## config.mk

```make
export PLATFORM = sky130hd
export DESIGN_NAME = rf_dump_flat
export DESIGN_NICKNAME = d
export VERILOG_FILES = /design/src/rtl/rf_dump_if.sv /design/src/rtl/rf_dump.sv /design/src/flat_wrapper.sv
export SDC_FILE = /design/constraint.sdc
export NUM_CORES = 1
export LEC_CHECK = 0
export CAP_MARGIN = 10
export CORE_MARGIN = 2
export CORE_UTILIZATION = 50
export DETAILED_ROUTE_END_ITERATION = 10
export GPL_TIMING_DRIVEN = 0
export PLACE_DENSITY = 0.85
export SLEW_MARGIN = 25
export SYNTH_ARGS = -nofsm -noshare
export SYNTH_HDL_FRONTEND = slang
export SYNTH_SLANG_ARGS = --single-unit
```

## constraint.sdc

```tcl
create_clock -name CLK -period 5.8 [get_ports CLK]
set_input_delay 1.16 -clock CLK [delete_from_list [all_inputs] [get_ports CLK]]
set_output_delay 1.16 -clock CLK [all_outputs]
set_load 0.1 [all_outputs]
```

## src/rtl/rf_dump_if.sv

```systemverilog
// -----------------------------------------------------------------------------
// rf_dump_if -- bundle of the register-dump control, register-file read port and
// byte-stream output used by rf_dump.
//
// Signals:
//   start     dump request (master -> dumper)
//   busy      dump in progress (dumper -> master)
//   done      one-cycle completion pulse (dumper -> master)
//   rf_raddr  register-file read address (dumper -> register file)
//   rf_rdata  register-file read data, valid in the cycle after rf_raddr changes
//   tx_valid  byte-stream valid (dumper -> sink)
//   tx_data   byte-stream data (dumper -> sink)
//   tx_ready  byte-stream ready (sink -> dumper)
//
// Handshake: a byte moves on every rising clock edge where tx_valid and
// tx_ready are both 1. Once tx_valid is raised, it and tx_data stay unchanged
// until that transfer edge; tx_ready may change freely and has no effect
// while tx_valid is 0.
//
// Modports: slave = the dumper side, master = the environment side.
// -----------------------------------------------------------------------------
interface rf_dump_if #(
    parameter int NREG = 32,
    parameter int XLEN = 32
);
    localparam int AW = (NREG > 1) ? $clog2(NREG) : 1;

    logic            start;
    logic            busy;
    logic            done;
    logic [AW-1:0]   rf_raddr;
    logic [XLEN-1:0] rf_rdata;
    logic            tx_valid;
    logic [7:0]      tx_data;
    logic            tx_ready;

    modport slave (
        input  start, rf_rdata, tx_ready,
        output busy, done, rf_raddr, tx_valid, tx_data
    );

    modport master (
        output start, rf_rdata, tx_ready,
        input  busy, done, rf_raddr, tx_valid, tx_data
    );
endinterface

```

## src/rtl/rf_dump.sv

```systemverilog
// -----------------------------------------------------------------------------
// rf_dump -- walks a register file from index 0 to NREG-1 and streams every
// register out as XLEN/8 bytes, least significant byte first, over a
// valid/ready byte stream. Each register costs one READ cycle followed by
// XLEN/8 SEND cycles when the sink never stalls.
//
// Parameters:
//   NREG  number of registers dumped (indices 0..NREG-1)
//   XLEN  register width in bits, a multiple of 8
//
// Ports:
//   CLK      system clock, rising edge
//   reset    asynchronous active-low reset
//   bus      rf_dump_if.slave: start/busy/done, rf_raddr/rf_rdata,
//            tx_valid/tx_data/tx_ready
//   state_o  current FSM state, for observation only
//
// Optional feature (macro RF_DUMP_CKSUM_EN): XOR of every streamed data byte is
// appended as one extra byte in a CKSUM state before DONE. Without the macro
// the CKSUM state and the accumulator do not exist.
// -----------------------------------------------------------------------------
module rf_dump #(
    parameter int NREG = 32,
    parameter int XLEN = 32
) (
    input  logic       CLK,
    input  logic       reset,
    rf_dump_if.slave   bus,
    output logic [2:0] state_o
);
    localparam int AW    = (NREG > 1) ? $clog2(NREG) : 1;
    localparam int NBYTE = XLEN / 8;
    localparam int BW    = (NBYTE > 1) ? $clog2(NBYTE) : 1;

    localparam logic [AW-1:0] LAST_REG  = AW'(NREG - 1);
    localparam logic [BW-1:0] LAST_BYTE = BW'(NBYTE - 1);

    typedef enum logic [2:0] {
        S_IDLE  = 3'd0,
        S_READ  = 3'd1,
        S_SEND  = 3'd2,
`ifdef RF_DUMP_CKSUM_EN
        S_CKSUM = 3'd3,
`endif
        S_DONE  = 3'd4
    } state_t;

    state_t          state_q;
    logic [AW-1:0]   reg_idx_q;
    logic [BW-1:0]   byte_idx_q;
    logic [XLEN-1:0] word_q;
    logic            tx_valid_q;
    logic [7:0]      tx_data_q;
    logic            busy_q;
    logic            done_q;
`ifdef RF_DUMP_CKSUM_EN
    logic [7:0]      cksum_q;
`endif

    logic            xfer;
    logic [AW-1:0]   reg_idx_d;
    logic [BW-1:0]   byte_idx_d;

    assign xfer       = tx_valid_q && bus.tx_ready;
    assign reg_idx_d  = reg_idx_q + 1'b1;
    assign byte_idx_d = byte_idx_q + 1'b1;

    // reg_idx_q doubles as the read address: the address is presented one
    // cycle ahead of the READ state that captures the data.
    assign bus.rf_raddr = reg_idx_q;
    assign bus.tx_valid = tx_valid_q;
    assign bus.tx_data  = tx_data_q;
    assign bus.busy     = busy_q;
    assign bus.done     = done_q;
    assign state_o      = state_q;

    always_ff @(posedge CLK or negedge reset) begin
        if (!reset) begin
            state_q    <= S_IDLE;
            reg_idx_q  <= '0;
            byte_idx_q <= '0;
            word_q     <= '0;
            tx_valid_q <= 1'b0;
            tx_data_q  <= 8'h00;
            busy_q     <= 1'b0;
            done_q     <= 1'b0;
`ifdef RF_DUMP_CKSUM_EN
            cksum_q    <= 8'h00;
`endif
        end else begin
            done_q <= 1'b0;
            case (state_q)
                S_IDLE: begin
                    if (bus.start) begin
                        reg_idx_q <= '0;
                        busy_q    <= 1'b1;
                        state_q   <= S_READ;
`ifdef RF_DUMP_CKSUM_EN
                        cksum_q   <= 8'h00;
`endif
                    end
                end

                S_READ: begin
                    // The first byte is loaded straight from the read data so
                    // tx_data is already correct in the first SEND cycle.
                    word_q     <= bus.rf_rdata;
                    byte_idx_q <= '0;
                    tx_data_q  <= bus.rf_rdata[7:0];
                    tx_valid_q <= 1'b1;
                    state_q    <= S_SEND;
                end

                S_SEND: begin
                    // Without a transfer nothing changes, which keeps tx_data
                    // stable across stalls.
                    if (xfer) begin
`ifdef RF_DUMP_CKSUM_EN
                        cksum_q <= cksum_q ^ tx_data_q;
`endif
                        if (byte_idx_q != LAST_BYTE) begin
                            byte_idx_q <= byte_idx_d;
                            tx_data_q  <= 8'(word_q >> {byte_idx_d, 3'b000});
                        end else if (reg_idx_q != LAST_REG) begin
                            reg_idx_q  <= reg_idx_d;
                            tx_valid_q <= 1'b0;
                            state_q    <= S_READ;
                        end else begin
`ifdef RF_DUMP_CKSUM_EN
                            // Fold in the byte leaving now so the checksum
                            // byte covers the whole data stream.
                            tx_data_q  <= cksum_q ^ tx_data_q;
                            state_q    <= S_CKSUM;
`else
                            tx_valid_q <= 1'b0;
                            busy_q     <= 1'b0;
                            done_q     <= 1'b1;
                            state_q    <= S_DONE;
`endif
                        end
                    end
                end

`ifdef RF_DUMP_CKSUM_EN
                S_CKSUM: begin
                    if (xfer) begin
                        tx_valid_q <= 1'b0;
                        busy_q     <= 1'b0;
                        done_q     <= 1'b1;
                        state_q    <= S_DONE;
                    end
                end
`endif

                S_DONE: begin
                    state_q <= S_IDLE;
                end

                default: begin
                    state_q    <= S_IDLE;
                    tx_valid_q <= 1'b0;
                    busy_q     <= 1'b0;
                end
            endcase
        end
    end
endmodule

```

## src/flat_wrapper.sv

```systemverilog
// flat-port wrapper written by rule: the top's interface ports become plain ports
module rf_dump_flat 
#(
    parameter int NREG = 32,
    parameter int XLEN = 32
)
  (CLK, reset, state_o, bus_start, bus_rf_rdata, bus_tx_ready, bus_busy, bus_done, bus_rf_raddr, bus_tx_valid, bus_tx_data);
  rf_dump_if #(.NREG(NREG), .XLEN(XLEN)) bus_i ();
  input  logic CLK;
  input  logic reset;
  output logic [2:0] state_o;
  input wire logic [$bits(bus_i.start)-1:0] bus_start;
  input wire logic [$bits(bus_i.rf_rdata)-1:0] bus_rf_rdata;
  input wire logic [$bits(bus_i.tx_ready)-1:0] bus_tx_ready;
  output wire logic [$bits(bus_i.busy)-1:0] bus_busy;
  output wire logic [$bits(bus_i.done)-1:0] bus_done;
  output wire logic [$bits(bus_i.rf_raddr)-1:0] bus_rf_raddr;
  output wire logic [$bits(bus_i.tx_valid)-1:0] bus_tx_valid;
  output wire logic [$bits(bus_i.tx_data)-1:0] bus_tx_data;
  assign bus_i.start = bus_start;
  assign bus_i.rf_rdata = bus_rf_rdata;
  assign bus_i.tx_ready = bus_tx_ready;
  assign bus_busy = bus_i.busy;
  assign bus_done = bus_i.done;
  assign bus_rf_raddr = bus_i.rf_raddr;
  assign bus_tx_valid = bus_i.tx_valid;
  assign bus_tx_data = bus_i.tx_data;
  rf_dump #(.NREG(NREG), .XLEN(XLEN)) u_core (.CLK(CLK), .reset(reset), .bus(bus_i), .state_o(state_o));
endmodule
```

==> results.txt, run 1 <==
----------------------------------------------------
[Cells and area]
  N_diodes ... 0
  Most used cells in the layout excluding fill and tap cells ... sky130_fd_sc_hd__clkdlybuf4s50_1 (53), sky130_fd_sc_hd__dfrtp_1 (53), sky130_fd_sc_hd__mux2_2 (33), sky130_fd_sc_hd__nand2_1 (13), sky130_fd_sc_hd__a21oi_1 (12)
  Synth-to-layout area growth ... 27.9%
  Post-layout nets ... 285
  Final core occ ... 0.652
  FILL cells ... 389
  Footprint of the multi-input gates ... 1120 um2
  Share of layout cells above drive strength 1 ... 0.293
  Final standard cell area without fillers ... 3270 um2
  Total area of sequential cells ... 1330 um2

[STA]
  Maximum clock frequency ... 325 MHz
  Final setup viols ... 0
  Fin crit share ... 0.531
  Hold slack final ... 0.507 ns
  Slew @ Worst Pin ... 0.975 ns
  Final Skew ... 0.00896 ns
  Unrepaired setup endpoints after global routing ... no
  Shortest period the worst path allows ... 3.08 ns
  Worst slew margin relative to its limit ... 0.348
  Setup TNS ... 0 ns
  Endpoints failing hold ... 0
  Final max-slew violation count ... 0

[Setup path]
  Buf+Inv Stages, Crit Path ... 1
  CP Launch Point ... u_core.bus.rf_raddr[2]$_DFFE_PN0P_
  Reg2reg start ... u_core.bus.rf_raddr[0]$_DFFE_PN0P_
  Count of cell instances traversed by the critical path ... 1
  Worst reg2reg endpoint ... u_core.bus.rf_raddr[4]$_DFFE_PN0P_
  Slowest stage cell, crit path ... sky130_fd_sc_hd__clkdlybuf4s50_1
  Arr. time, crit path ... 1.92 ns
  Ordered list of cells on the worst path ... clkdlybuf4s50_1
  Logic depth of the worst register-to-register path ... 7
  Worst Setup EP ... bus_rf_raddr[2]
  Data required time at the worst endpoint ... 4.64 ns
  Reg2reg setup slack ... 3.70 ns
  Delay of the slowest cell on the worst path ... 1.17 ns
  Endpoint class of the critical path ... output port
  CP max FO ... 6
  Kind of critical path ... reg2out
  Top delay family on crit path ... buffers and inverters
  Kind of start point of the critical path ... flop

[Power and ir drop]
  Power per unit of standard cell area ... 188 nW/um2
  Reported leakage power ... 1.50 nW
  PnR Total Power ... 0.612 mW
  Worst vdd rail ir drop ... 0.000119 V

[Yosys]
  Syn Inst Count ... 185
  Post-synth top area share ... 0.519
  Sequential area share after synthesis ... 0.519
  Post-synthesis register bit count ... 53
  Yosys warnings ... 0
  Count of different cell masters after synthesis ... 36
  Area of the mapped netlist ... 2550 um2
  Dominant cells by area after synthesis ... sky130_fd_sc_hd__dfrtp_1 (52%), sky130_fd_sc_hd__mux2_2 (15%), sky130_fd_sc_hd__mux4_2 (7.1%)
  Nets in the synthesized netlist ... 224
  Mean area per synthesized cell ... 13.8 um2
  Yosys top cell by area ... sky130_fd_sc_hd__dfrtp_1

[Die]
  Die height ... 75.5 um
  Number of top-level design ports ... 55
  Overall die area ... 5690 um2
  Starting density of the core ... 0.510
  Die Span X ... 75.5 um
  CORE AREA ... 5010 um2
  Standard-cell rows ... 26

[Drt]
  Routed via count ... 1721
  DRC errors left ... 0
  Post-route ant nets ... 0
  Iteration-0 DRC Markers ... 73
  Wire length per cell ... 16.2 um
  Number of detailed-route iterations in the first pass ... 4
  Routed wire length ... 5.12 mm
  Post-DR vias/cell ... 5.45

[CTS]
  # clock sinks ... 53
  Clk_lat worst skew ... 0.31 ns
  Root buffer cell ... sky130_fd_sc_hd__clkbuf_8
  Post CTS Setup Buffer Count ... 0
  TritonCTS clock tree ... done
  Clk slew on worst S/H paths ... 0.09 ns
  Longest Clk Path Bufs ... 2
  Number of buffers inserted by hold repair at cts ... 0
  Post-CTS sizing ... 0
  H-tree lvl count ... 2
  Number of CTS-inserted buffers ... 5

[Placement]
  Total cell area at the placement stage ... 3180 um2
  Number of input and output port buffers inserted ... 54
  Detailed placer's ending HPWL ... 3.60 mm
  Routability-driven placement congestion ratio ... 0.909

[Worst hold path]
  Path category of the worst min-delay check ... reg2reg
  Worst Hold Depth ... 1

[Global route]
  Remaining global-route overflow ... 0
  Largest net degree at the start of global routing ... 54
  Total routing resource utilization after global routing ... 0.197
  Global-route wire length before repair ... 8.29 mm
  Via count of the first global-routing pass ... 1728
  Antenna violations before repair ... 0

[Outcome]
  Status ... finished, final reports clean

[Run]
  Max-cap check violation count ... 0

----------------------------------------------------
[stage by stage]
step,cells,worst slack (ns)
4_1_cts,316,2.71
3_5_place_dp,309,3.04
3_3_place_gp,309,1.98
6_report,316,2.72
5_1_grt,316,2.67
2_1_floorplan,185,3.36
[layout make-up]
| class | count | share of cell area |
|---|---|---|
| Sequential cell | 53 | 0.406 |
| Multi-Input combinational cell | 119 | 0.344 |
| Timing Repair Buffer | 54 | 0.165 |
| Buffer | 10 | 0.0280 |
| Tap cell | 70 | 0.0268 |
| Clock buffer | 7 | 0.0264 |
| Inverter | 3 | 0.00345 |
[power breakdown]
group	leakage [nW]	total, mW	switching (mW)	internal [mW]
Clock	0.0443	0.210	0.115	0.0950
Sequential	0.730	0.369	0	0.369
Combinational	0.729	0.0328	0.0121	0.0207
Total	1.50	0.612	0.127	0.485
[sequential cells by signal (all words and copies together) (netlist names)]
register	count
u_core.byte_idx_q	2
u_core.bus.rf_raddr	5
u_core.word_q	32
u_core.bus.tx_valid	1
u_core.bus.tx_data	8
u_core.bus.busy	1
u_core.bus.done	1
u_core.state_o	3
[worst min path at each step]
stage                             startpoint                       endpoint  slack, ns
2_1_floorplan  u_core.word_q[24]$_DFFE_PN0P_  u_core.word_q[24]$_DFFE_PN0P_       0.48
3_3_place_gp   u_core.word_q[20]$_DFFE_PN0P_  u_core.word_q[20]$_DFFE_PN0P_       0.49
3_5_place_dp   u_core.word_q[25]$_DFFE_PN0P_  u_core.word_q[25]$_DFFE_PN0P_       0.49
4_1_cts        u_core.word_q[20]$_DFFE_PN0P_  u_core.word_q[20]$_DFFE_PN0P_       0.51
5_1_grt        u_core.word_q[29]$_DFFE_PN0P_  u_core.word_q[29]$_DFFE_PN0P_       0.53
6_report       u_core.word_q[17]$_DFFE_PN0P_  u_core.word_q[17]$_DFFE_PN0P_       0.51
[layer usage]
metal,global-route usage,wire (um),up-vias
li1,-,-,814
met1,0.252,2160,854
met2,0.330,2640,49
met3,0.0569,282,4
met4,0.0507,38,0
met5,0,0,-
[kinds of logic after synthesis]
family | share of synthesized area
buffers and inverters | 0.0402
DFF | 0.519
adders and majority gates | 0.0147
and+or+nand+nor | 0.0926
AOI/OAI and AO/OA | 0.117
muxes | 0.216
[synth_stat cells]
| master | n |
|---|---|
| sky130_fd_sc_hd__a211o_1 | 2 |
| sky130_fd_sc_hd__a21boi_0 | 1 |
| sky130_fd_sc_hd__a21oi_1 | 12 |
| sky130_fd_sc_hd__a21oi_2 | 1 |
| sky130_fd_sc_hd__a221o_1 | 2 |
| sky130_fd_sc_hd__a2bb2oi_2 | 8 |
| sky130_fd_sc_hd__a311oi_1 | 1 |
| sky130_fd_sc_hd__a32o_1 | 2 |
| sky130_fd_sc_hd__and3_1 | 5 |
| sky130_fd_sc_hd__and3b_1 | 1 |
| sky130_fd_sc_hd__buf_2 | 1 |
| sky130_fd_sc_hd__buf_4 | 2 |
| sky130_fd_sc_hd__buf_6 | 6 |
| sky130_fd_sc_hd__clkbuf_1 | 1 |
| sky130_fd_sc_hd__dfrtp_1 | 53 |
| sky130_fd_sc_hd__ha_1 | 3 |
| sky130_fd_sc_hd__inv_1 | 3 |
| sky130_fd_sc_hd__mux2_2 | 33 |
| sky130_fd_sc_hd__mux4_2 | 8 |
| sky130_fd_sc_hd__nand2_1 | 13 |
| sky130_fd_sc_hd__nand2_4 | 1 |
| sky130_fd_sc_hd__nand2b_2 | 1 |
| sky130_fd_sc_hd__nand3_1 | 3 |
| sky130_fd_sc_hd__nand3b_4 | 1 |
| sky130_fd_sc_hd__nand4_1 | 1 |
| sky130_fd_sc_hd__nor2_1 | 6 |
| sky130_fd_sc_hd__nor2_2 | 1 |
| sky130_fd_sc_hd__nor2b_1 | 1 |
| sky130_fd_sc_hd__nor3_1 | 2 |
| sky130_fd_sc_hd__nor3b_1 | 1 |
| sky130_fd_sc_hd__nor3b_4 | 1 |
| sky130_fd_sc_hd__nor4_1 | 1 |
| sky130_fd_sc_hd__o21ai_0 | 4 |
| sky130_fd_sc_hd__o21bai_1 | 1 |
| sky130_fd_sc_hd__o221ai_1 | 1 |
| sky130_fd_sc_hd__or2_4 | 1 |
Power figures use the tool's default switching activity.
==> inputs of run 2 (changes only) <==
- CORE_UTILIZATION: 50 -> 46
- PLACE_DENSITY: 0.85 -> 0.82
- clock period: 5.8 -> 2.7 ns (I/O delays scaled with it)
==> run 2 against run 1 <==
  * Final area increased by 0.38%
  * First-iteration DRC count decreased by 21%
  * Register-to-register slack got worse by 3.1 ns
  * Flip-flop and latch count unchanged
  * Global-route usage decreased by 0.63 points
  * Setup slack got worse by 2.5 ns
  * Wire length increased by 4.6%
  * Critical path type unchanged
  * Highest routed layer unchanged
==> results.txt, run 2 (same netlist as run 1, synthesis figures left out) <==
----------------------------------------------------
[Outcome]
  Status ... finished, final reports clean

[STA]
  Slew @ Worst Pin ... 0.982 ns
  Endpoints failing hold ... 0
  Fin crit share ... 0.908
  Final max-slew violation count ... 0
  Hold slack final ... 0.252 ns
  Shortest period the worst path allows ... 2.45 ns
  Final Skew ... 0.00881 ns
  Final setup viols ... 0
  Worst slew margin relative to its limit ... 0.343
  Maximum clock frequency ... 408 MHz
  Unrepaired setup endpoints after global routing ... no

[Cells and area]
  FILL cells ... 455
  Post-layout nets ... 285
  Share of layout cells above drive strength 1 ... 0.300
  N_diodes ... 0
  Final standard cell area without fillers ... 3280 um2
  Max reg flops ... 32
  Register name with the most flops ... u_core.word_q
  Most used cells in the layout excluding fill and tap cells ... sky130_fd_sc_hd__clkdlybuf4s50_1 (53), sky130_fd_sc_hd__dfrtp_1 (53), sky130_fd_sc_hd__mux2_2 (33), sky130_fd_sc_hd__nand2_1 (13), sky130_fd_sc_hd__a21oi_1 (12)
  Synth-to-layout area growth ... 28.4%

[Die]
  Die height ... 78.5 um
  Die Span X ... 78.5 um
  Starting density of the core ... 0.470
  Overall die area ... 6160 um2
  Standard-cell rows ... 27
  CORE AREA ... 5440 um2
  Number of top-level design ports ... 55

[Power and ir drop]
  Reported leakage power ... 1.51 nW
  Worst vdd rail ir drop ... 0.000292 V
  Power per unit of standard cell area ... 407 nW/um2

[CTS]
  TritonCTS clock tree ... done
  Post CTS Setup Buffer Count ... 0
  Clk_lat worst skew ... 0.31 ns
  Longest Clk Path Bufs ... 2
  Root buffer cell ... sky130_fd_sc_hd__clkbuf_8
  # clock sinks ... 53
  H-tree lvl count ... 2
  Number of CTS-inserted buffers ... 5
  Number of buffers inserted by hold repair at cts ... 0
  Post-CTS sizing ... 0
  Clk slew on worst S/H paths ... 0.09 ns

[Global route]
  Global-route wire length before repair ... 9.16 mm
  Via count of the first global-routing pass ... 1949
  Total routing resource utilization after global routing ... 0.190
  Antenna violations before repair ... 0
  Largest net degree at the start of global routing ... 54
  Remaining global-route overflow ... 0

[Drt]
  Post-DR vias/cell ... 5.52
  Iteration-0 DRC Markers ... 58
  Routed via count ... 1762
  Wire length per cell ... 16.8 um
  DRC errors left ... 0
  Number of detailed-route iterations in the first pass ... 4
  Post-route ant nets ... 0
  Routed wire length ... 5.35 mm

[Setup path]
  Kind of start point of the critical path ... flop
  Buf+Inv Stages, Crit Path ... 1
  Kind of critical path ... reg2out
  Slowest stage cell, crit path ... sky130_fd_sc_hd__clkdlybuf4s50_1
  Arr. time, crit path ... 1.91 ns
  Reg2reg start ... u_core.bus.rf_raddr[0]$_DFFE_PN0P_
  Top delay family on crit path ... buffers and inverters
  Data required time at the worst endpoint ... 2.16 ns
  CP max FO ... 6
  Logic depth of the worst register-to-register path ... 7
  Worst reg2reg endpoint ... u_core.bus.rf_raddr[4]$_DFFE_PN0P_
  Delay of the slowest cell on the worst path ... 1.16 ns
  CP Launch Point ... u_core.bus.rf_raddr[0]$_DFFE_PN0P_
  Endpoint class of the critical path ... output port
  Ordered list of cells on the worst path ... clkdlybuf4s50_1
  Reg2reg setup slack ... 0.65 ns

[Placement]
  Number of input and output port buffers inserted ... 54
  Routability-driven placement congestion ratio ... 0.858
  Detailed placer's ending HPWL ... 3.82 mm
  Total cell area at the placement stage ... 3180 um2

[Run]
  Max-cap check violation count ... 0

[Worst hold path]
  Path category of the worst min-delay check ... in2async

----------------------------------------------------
==> run 2: layer usage <==
layer,global-route usage,part of all wire,vias up
met2,0.352,0.54,50
li1,-,-,807
met5,0,0,-
met3,0.0368,0.042,4
met1,0.230,0.41,901
met4,0.0368,0.0075,0
==> run 2: where the power goes <==
| part | leakage (nW) | internal (mW) | switching, mW |
|---|---|---|---|
| Clock | 0.0512 | 0.208 | 0.260 |
| Combinational | 0.729 | 0.0447 | 0.0264 |
| Sequential | 0.730 | 0.793 | 0 |
==> run 2: final cells by class <==
cell class	instances	area [um2]	area share
Buffer	10	91.3	0.0279
Clock buffer	6	82.6	0.0252
Clock inverter	2	13.8	0.00420
Inverter	3	11.3	0.00344
Multi-Input combinational cell	119	1120	0.343
Sequential cell	53	1330	0.405
Tap cell	72	90.1	0.0275
Timing Repair Buffer	54	538	0.164
==> run 2: per-stage QoR <==
step	power, mW	util	std cells	setup TNS [ns]	setup WS (ns)
5_1_grt	1.38	0.603	319	0	0.204
3_3_place_gp	0.881	0.585	311	-25.75	-0.488
2_1_floorplan	0.811	-	185	0	0.260
4_1_cts	1.35	0.603	319	0	0.242
3_5_place_dp	0.881	0.585	311	0	0.580
6_report	1.33	0.603	319	0	0.249
==> run 2: worst max path at each step <==
stage / cells past startpoint / end / slack, ns
2_1_floorplan: 7 / u_core.bus.rf_raddr[1]$_DFFE_PN0P_ / 0.26
3_3_place_gp: 1 / u_core.word_q[30]$_DFFE_PN0P_ / -0.49
3_5_place_dp: 1 / bus_rf_raddr[0] / 0.58
4_1_cts: 1 / bus_rf_raddr[0] / 0.24
5_1_grt: 1 / bus_rf_raddr[0] / 0.20
6_report: 1 / bus_rf_raddr[0] / 0.25
